`config.mk`:
```
export PLATFORM = sky130hd
export DESIGN_NAME = lock_seq_ctrl
export DESIGN_NICKNAME = d
export VERILOG_FILES = /design/src/rtl/lock_seq_ctrl.sv
export SDC_FILE = /design/constraint.sdc
export NUM_CORES = 1
export LEC_CHECK = 0
export BUFFER_PORTS_ARGS = -buffer_cell sky130_fd_sc_hd__buf_2
export CAP_MARGIN = 20
export CELL_PAD_IN_SITES_DETAIL_PLACEMENT = 2
export CELL_PAD_IN_SITES_GLOBAL_PLACEMENT = 2
export CORE_UTILIZATION = 31
export CTS_CLUSTER_DIAMETER = 30
export DETAILED_ROUTE_END_ITERATION = 7
export PLACE_DENSITY = 0.73
export SLEW_MARGIN = 20
export SYNTH_ARGS = -nofsm -noshare
export SYNTH_HDL_FRONTEND = slang
export SYNTH_SLANG_ARGS = --single-unit
```
`constraint.sdc`:
```
create_clock -name clk -period 1.73 [get_ports clk]
set_input_delay 0.346 -clock clk [delete_from_list [all_inputs] [get_ports clk]]
set_output_delay 0.346 -clock clk [all_outputs]
set_load 0.03 [all_outputs]
```
`src/rtl/lock_seq_ctrl.sv`:
```
// lock_seq_ctrl: sequencing controller for a 4-key combination lock.
//
// Converts raw key levels X0..X3 into discrete press events, compares them
// against a stored CODE_LEN-digit code (2 bits per digit, first digit in the
// LSBs) and drives the lock. Consecutive failed attempts are counted, and
// reaching MAX_FAIL triggers a lockout period. An opened lock relocks itself
// after OPEN_CYC cycles.
//
// Optional feature: define LOCK_PROG_EN to enable code reprogramming (PROG
// state, staging register, prog_done). Without it the code is the constant
// DEFAULT_CODE, prog_req is ignored and prog_done is tied low.
//
// Ports:
//   clk        rising-edge clock
//   clean      asynchronous active-low reset
//   X0..X3     key levels, synchronous to clk
//   prog_req   request to enter programming (honoured only while open)
//   lock       1 = locked, 0 = open
//   err        one-cycle pulse on a failed attempt or aborted programming
//   lockout    high while failed-attempt lockout is active
//   fail_cnt   consecutive failed attempts (saturates at MAX_FAIL)
//   prog_done  one-cycle pulse when a new code has been stored

module lock_seq_ctrl #(
  parameter int unsigned           CODE_LEN     = 4,
  parameter logic [2*CODE_LEN-1:0] DEFAULT_CODE = 8'hC2,
  parameter int unsigned           MAX_FAIL     = 3,
  parameter int unsigned           LOCKOUT_CYC  = 16,
  parameter int unsigned           OPEN_CYC     = 8
) (
  input  logic       clk,
  input  logic       clean,
  input  logic       X0,
  input  logic       X1,
  input  logic       X2,
  input  logic       X3,
  input  logic       prog_req,
  output logic       lock,
  output logic       err,
  output logic       lockout,
  output logic [2:0] fail_cnt,
  output logic       prog_done
);

  localparam int unsigned TMax = (LOCKOUT_CYC > OPEN_CYC) ? LOCKOUT_CYC : OPEN_CYC;
  localparam int unsigned TW   = (TMax > 1) ? $clog2(TMax) : 1;
  localparam int unsigned PW   = (CODE_LEN > 1) ? $clog2(CODE_LEN) : 1;

  localparam logic [TW-1:0] OpenLoad = TW'(OPEN_CYC - 1);
  localparam logic [TW-1:0] LockLoad = TW'(LOCKOUT_CYC - 1);
  localparam logic [PW-1:0] LastPos  = PW'(CODE_LEN - 1);
  localparam logic [2:0]    MaxFail  = 3'(MAX_FAIL);

  typedef enum logic [2:0] {
    StIdle,
    StEntry,
    StOpen,
    StLockout
`ifdef LOCK_PROG_EN
    , StProg
`endif
  } state_e;

  state_e          state_q, state_d;
  logic [PW-1:0]   pos_q, pos_d;
  logic            mis_q, mis_d;
  logic [TW-1:0]   timer_q, timer_d;
  logic [2:0]      fail_q, fail_d;
  logic [3:0]      k_prev_q;
  logic            err_q, err_d;
  logic            done_q, done_d;

  logic [3:0]      k;
  logic            k_idle;
  logic            multi;
  logic            press;
  logic            bad;
  logic [1:0]      digit;
  logic [1:0]      code_digit;
  logic [2:0]      fail_inc;
  logic [2*CODE_LEN-1:0] code;

`ifdef LOCK_PROG_EN
  logic [2*CODE_LEN-1:0] code_q, code_d;
  logic [2*CODE_LEN-1:0] stage_q, stage_d;
  assign code = code_q;
`else
  logic unused_prog_req;
  assign unused_prog_req = prog_req;
  assign code = DEFAULT_CODE;
`endif

  // Events only fire from an all-released history, so held keys, added keys
  // and releases never produce a second event.
  assign k      = {X3, X2, X1, X0};
  assign k_idle = (k_prev_q == 4'b0000);
  assign multi  = ((k & (k - 4'd1)) != 4'b0000);
  assign press  = k_idle && (k != 4'b0000) && !multi;
  assign bad    = k_idle && multi;
  assign digit  = {k[3] | k[2], k[3] | k[1]};

  assign fail_inc = (fail_q >= MaxFail) ? MaxFail : fail_q + 3'd1;

  always_comb begin
    code_digit = code[1:0];
    for (int i = 0; i < int'(CODE_LEN); i++) begin
      if (pos_q == PW'(i)) code_digit = code[2*i +: 2];
    end
  end

  always_comb begin
    state_d = state_q;
    pos_d   = pos_q;
    mis_d   = mis_q;
    timer_d = timer_q;
    fail_d  = fail_q;
    err_d   = 1'b0;
    done_d  = 1'b0;
`ifdef LOCK_PROG_EN
    code_d  = code_q;
    stage_d = stage_q;
`endif
    unique case (state_q)
      StIdle, StEntry: begin
        if (bad || (press && pos_q == LastPos && (mis_q || digit != code_digit))) begin
          err_d  = 1'b1;
          fail_d = fail_inc;
          pos_d  = '0;
          mis_d  = 1'b0;
          if (fail_inc == MaxFail) begin
            state_d = StLockout;
            timer_d = LockLoad;
          end else begin
            state_d = StIdle;
          end
        end else if (press && pos_q == LastPos) begin
          state_d = StOpen;
          timer_d = OpenLoad;
          fail_d  = '0;
          pos_d   = '0;
          mis_d   = 1'b0;
        end else if (press) begin
          // No early rejection: a wrong digit is only remembered.
          state_d = StEntry;
          pos_d   = pos_q + PW'(1);
          mis_d   = mis_q | (digit != code_digit);
        end
      end
      StOpen: begin
`ifdef LOCK_PROG_EN
        if (prog_req) begin
          state_d = StProg;
          pos_d   = '0;
          stage_d = code_q;
        end else
`endif
        if (timer_q == '0) begin
          state_d = StIdle;
        end else begin
          timer_d = timer_q - TW'(1);
        end
      end
      StLockout: begin
        if (timer_q == '0) begin
          state_d = StIdle;
          fail_d  = '0;
        end else begin
          timer_d = timer_q - TW'(1);
        end
      end
`ifdef LOCK_PROG_EN
      StProg: begin
        if (bad) begin
          // Staging contents are dropped; code_q was never touched.
          err_d   = 1'b1;
          state_d = StIdle;
          pos_d   = '0;
        end else if (press) begin
          for (int i = 0; i < int'(CODE_LEN); i++) begin
            if (pos_q == PW'(i)) stage_d[2*i +: 2] = digit;
          end
          if (pos_q == LastPos) begin
            code_d  = stage_d;
            done_d  = 1'b1;
            state_d = StIdle;
            pos_d   = '0;
          end else begin
            pos_d = pos_q + PW'(1);
          end
        end
      end
`endif
      default: state_d = StIdle;
    endcase
  end

  always_ff @(posedge clk or negedge clean) begin
    if (!clean) begin
      state_q  <= StIdle;
      pos_q    <= '0;
      mis_q    <= 1'b0;
      timer_q  <= '0;
      fail_q   <= '0;
      k_prev_q <= '0;
      err_q    <= 1'b0;
      done_q   <= 1'b0;
`ifdef LOCK_PROG_EN
      code_q   <= DEFAULT_CODE;
      stage_q  <= DEFAULT_CODE;
`endif
    end else begin
      state_q  <= state_d;
      pos_q    <= pos_d;
      mis_q    <= mis_d;
      timer_q  <= timer_d;
      fail_q   <= fail_d;
      k_prev_q <= k;
      err_q    <= err_d;
      done_q   <= done_d;
`ifdef LOCK_PROG_EN
      code_q   <= code_d;
      stage_q  <= stage_d;
`endif
    end
  end

`ifdef LOCK_PROG_EN
  assign lock      = !((state_q == StOpen) || (state_q == StProg));
  assign prog_done = done_q;
`else
  logic unused_done;
  assign unused_done = done_q;
  assign lock      = (state_q != StOpen);
  assign prog_done = 1'b0;
`endif
  assign lockout  = (state_q == StLockout);
  assign err      = err_q;
  assign fail_cnt = fail_q;

endmodule

```
==> reports/results.tsv <==
metric	value	unit
die_h	57.53	um
ys_async_sr_fraction	1.000	
crit_path_max_incr_delay	0.45	ns
finalCritPeriodShare	1.115	
r2r_end	timer_q[3]	
start_kind	register	
crit_type	reg2reg	
design.core.area	2829	um2
wl_per_cell	16.49	um
cts.clk_slew.worst_paths	0.10	ns
required	1.94	ns
pin_count	14	
mostFrequentLayoutCells	buf_4, dfrtp_1, buf_2, inv_1, nand2_1	
path_delay_family	compound AO/OA/AOI/OAI gates	
critPathMaxFanout	5	
status	finished, violations left	
drive_above_1_share	0.3760	
numCtsBuffers	3	
grt_setup_unrepaired	true	
violations	DRC, setup timing	
n_antenna_cell	0	
holdPathEnd	k_prev_q[2]	
ff2ff_setup_slack	-0.20	ns
hp-class	in2reg	
synth_flop_cell	dfrtp_1	
synth_cells	95	
nets	137	
r2r_start	pos_q[0]	
setup_slack	-0.1988	ns
grt_pass1_vias	910	
layout.cells.non_filler	156	
max_clock_freq	518.4	MHz
root_buffer	clkbuf_4	
antenna_found_initial	0	
grtUsageTotal	0.1784	
dpl_cell_area	1141	um2
dpl.cell_count	147	
htree_levels	1	
report.final.slew_viol_count	0	
ff2ff_path_depth	6	
p_leak	0.5755	nW
worst_path_max_delay_cell	or4_4	
synth_cell_type_count	39	
dpl.hpwl	1881	um
start_util	0.3379	
worstHoldStart	X2	
wl	2573	um
grt_overflow	0	
worst-path-buf-inv	0	
place.gp.congestion	0.7197	
area_delta_synth_final	30.50	%
max-cap-violations	0	
finalHoldViolations	0	
rows	19	
syn-num-nets	106	
clock_sinks	17	
synth.avg_cell_area	10.06	um2
drt-pass1-iter-count	5	
route.detailed.drc	2	
pre_cts_slack	-0.2335	ns
crit_chain	ha_4 > xnor2_1 > or4_4 > a211oi_4 > o21ai_4 > a31oi_2	
finalSetupViolCount	10	
synth-edff-count	0	
dieArea	3310	um2
p_per_area	1590	nW/um2
clock_latency	0.29	ns
grt_pass1_wl	4429	um
ant_nets	0	
hold-path-cell-count	1	
design_area	1247	um2
drt_iter0_drc	23	
yosys_warnings	0	
crit_arrival	2.14	ns
grt_max_degree	18	
final_common_cell	buf_4	
cts_tree	built	
finClkSkew	0.007018	ns
total_power	1.983	mW
portBuffers	11	
viasPerCell	5.359	
ir_worst_vdd	0.5459	mV
die_w	57.53	um
clock_path_buffers	2	
yosysSeqAreaShare	0.4450	
dr_total_vias	836	
syn-cell-area	955.9	um2
fin_crit	1.929	ns
synth-seq-cells	17	
cp-end-kind	register	
per-stage QoR:
step	TNS [ns]	hold slack, ns	util
finish	-0.9157	0.2535	0.4410
global route	-1.705	0.2325	0.4410
CTS	-0.9331	0.2433	0.4343
detailed placement	-1.278	0.3019	0.4034
global placement	-0.6800	0.3011	0.4034
floorplan	-0.06888	0.05041	-
logic make-up (layout without fill, tap and decap cells):
| kind of cell | after synthesis | after routing | synth area share |
|---|---|---|---|
| compound gates | 29 | 29 | 0.2212 |
| other cells | 1 | 1 | 0.003923 |
| xor+xnor | 1 | 1 | 0.009164 |
| flops | 17 | 17 | 0.4450 |
| fa+ha+maj | 5 | 5 | 0.06414 |
| simple gates | 32 | 32 | 0.2055 |
| buf+inv | 10 | 40 | 0.05105 |
worst max path at each step:
| stage | to | from | cells past startpoint |
|---|---|---|---|
| 6_report | timer_q[3] | pos_q[0] | 6 |
| 5_1_grt | timer_q[3] | pos_q[0] | 7 |
| 4_1_cts | timer_q[3] | pos_q[0] | 6 |
| 3_5_place_dp | timer_q[3] | pos_q[0] | 6 |
| 3_3_place_gp | timer_q[0] | pos_q[0] | 6 |
| 2_1_floorplan | state_q[0] | pos_q[0] | 6 |
where the power goes:
part | leakage [nW] | total [mW] | internal, mW | switching (mW)
Sequential | 0.206 | 0.654 | 0.535 | 0.118
Combinational | 0.354 | 1.10 | 0.530 | 0.575
Clock | 0.0150 | 0.225 | 0.0897 | 0.135
sequential cells by signal, summed over array words and instances, names as in the netlist:
register,flops
err,1
timer_q,4
state_q,2
k_prev_q,4
fail_cnt,3
mis_q,1
pos_q,2
layer usage:
layer,global-route usage,share of wire,up-vias
li1,-,-,404
met4,0.05923,0.016,0
met1,0.2301,0.46,413
met3,0.02494,0.027,6
met5,0,0,-
met2,0.3056,0.50,13
cell usage after synthesis (all sizes together) (3+ instances only):
master | n | area share
nand2b | 5 | 0.033
or3 | 3 | 0.020
ha | 4 | 0.052
nor4 | 3 | 0.042
nand2 | 7 | 0.027
a31oi | 3 | 0.020
dfrtp | 17 | 0.45
nor2 | 6 | 0.029
o21ai | 6 | 0.035
a21oi | 6 | 0.031
nand3 | 3 | 0.016
inv | 8 | 0.031
what timing repair did:
| action | in CTS | in global routing |
|---|---|---|
| pin swaps | 3 | 4 |
| resized for setup | 3 | 4 |
| setup endpoints to repair | 9 | 13 |
| endpoints found under the hold margin | 17 | 0 |
| gates cloned | 0 | 0 |
| setup buffers | 4 | 0 |
| hold buffers | 1 | 0 |
layout make-up:
cell class,count,area (um2)
Fill cell,306,1582
Multi-Input combinational cell,68,539.3
Sequential cell,17,427.9
Timing Repair Buffer,28,185.2
Tap cell,31,38.79
Inverter,8,30.03
Clock buffer,4,26.28
(Power assumes the default switching activity.)
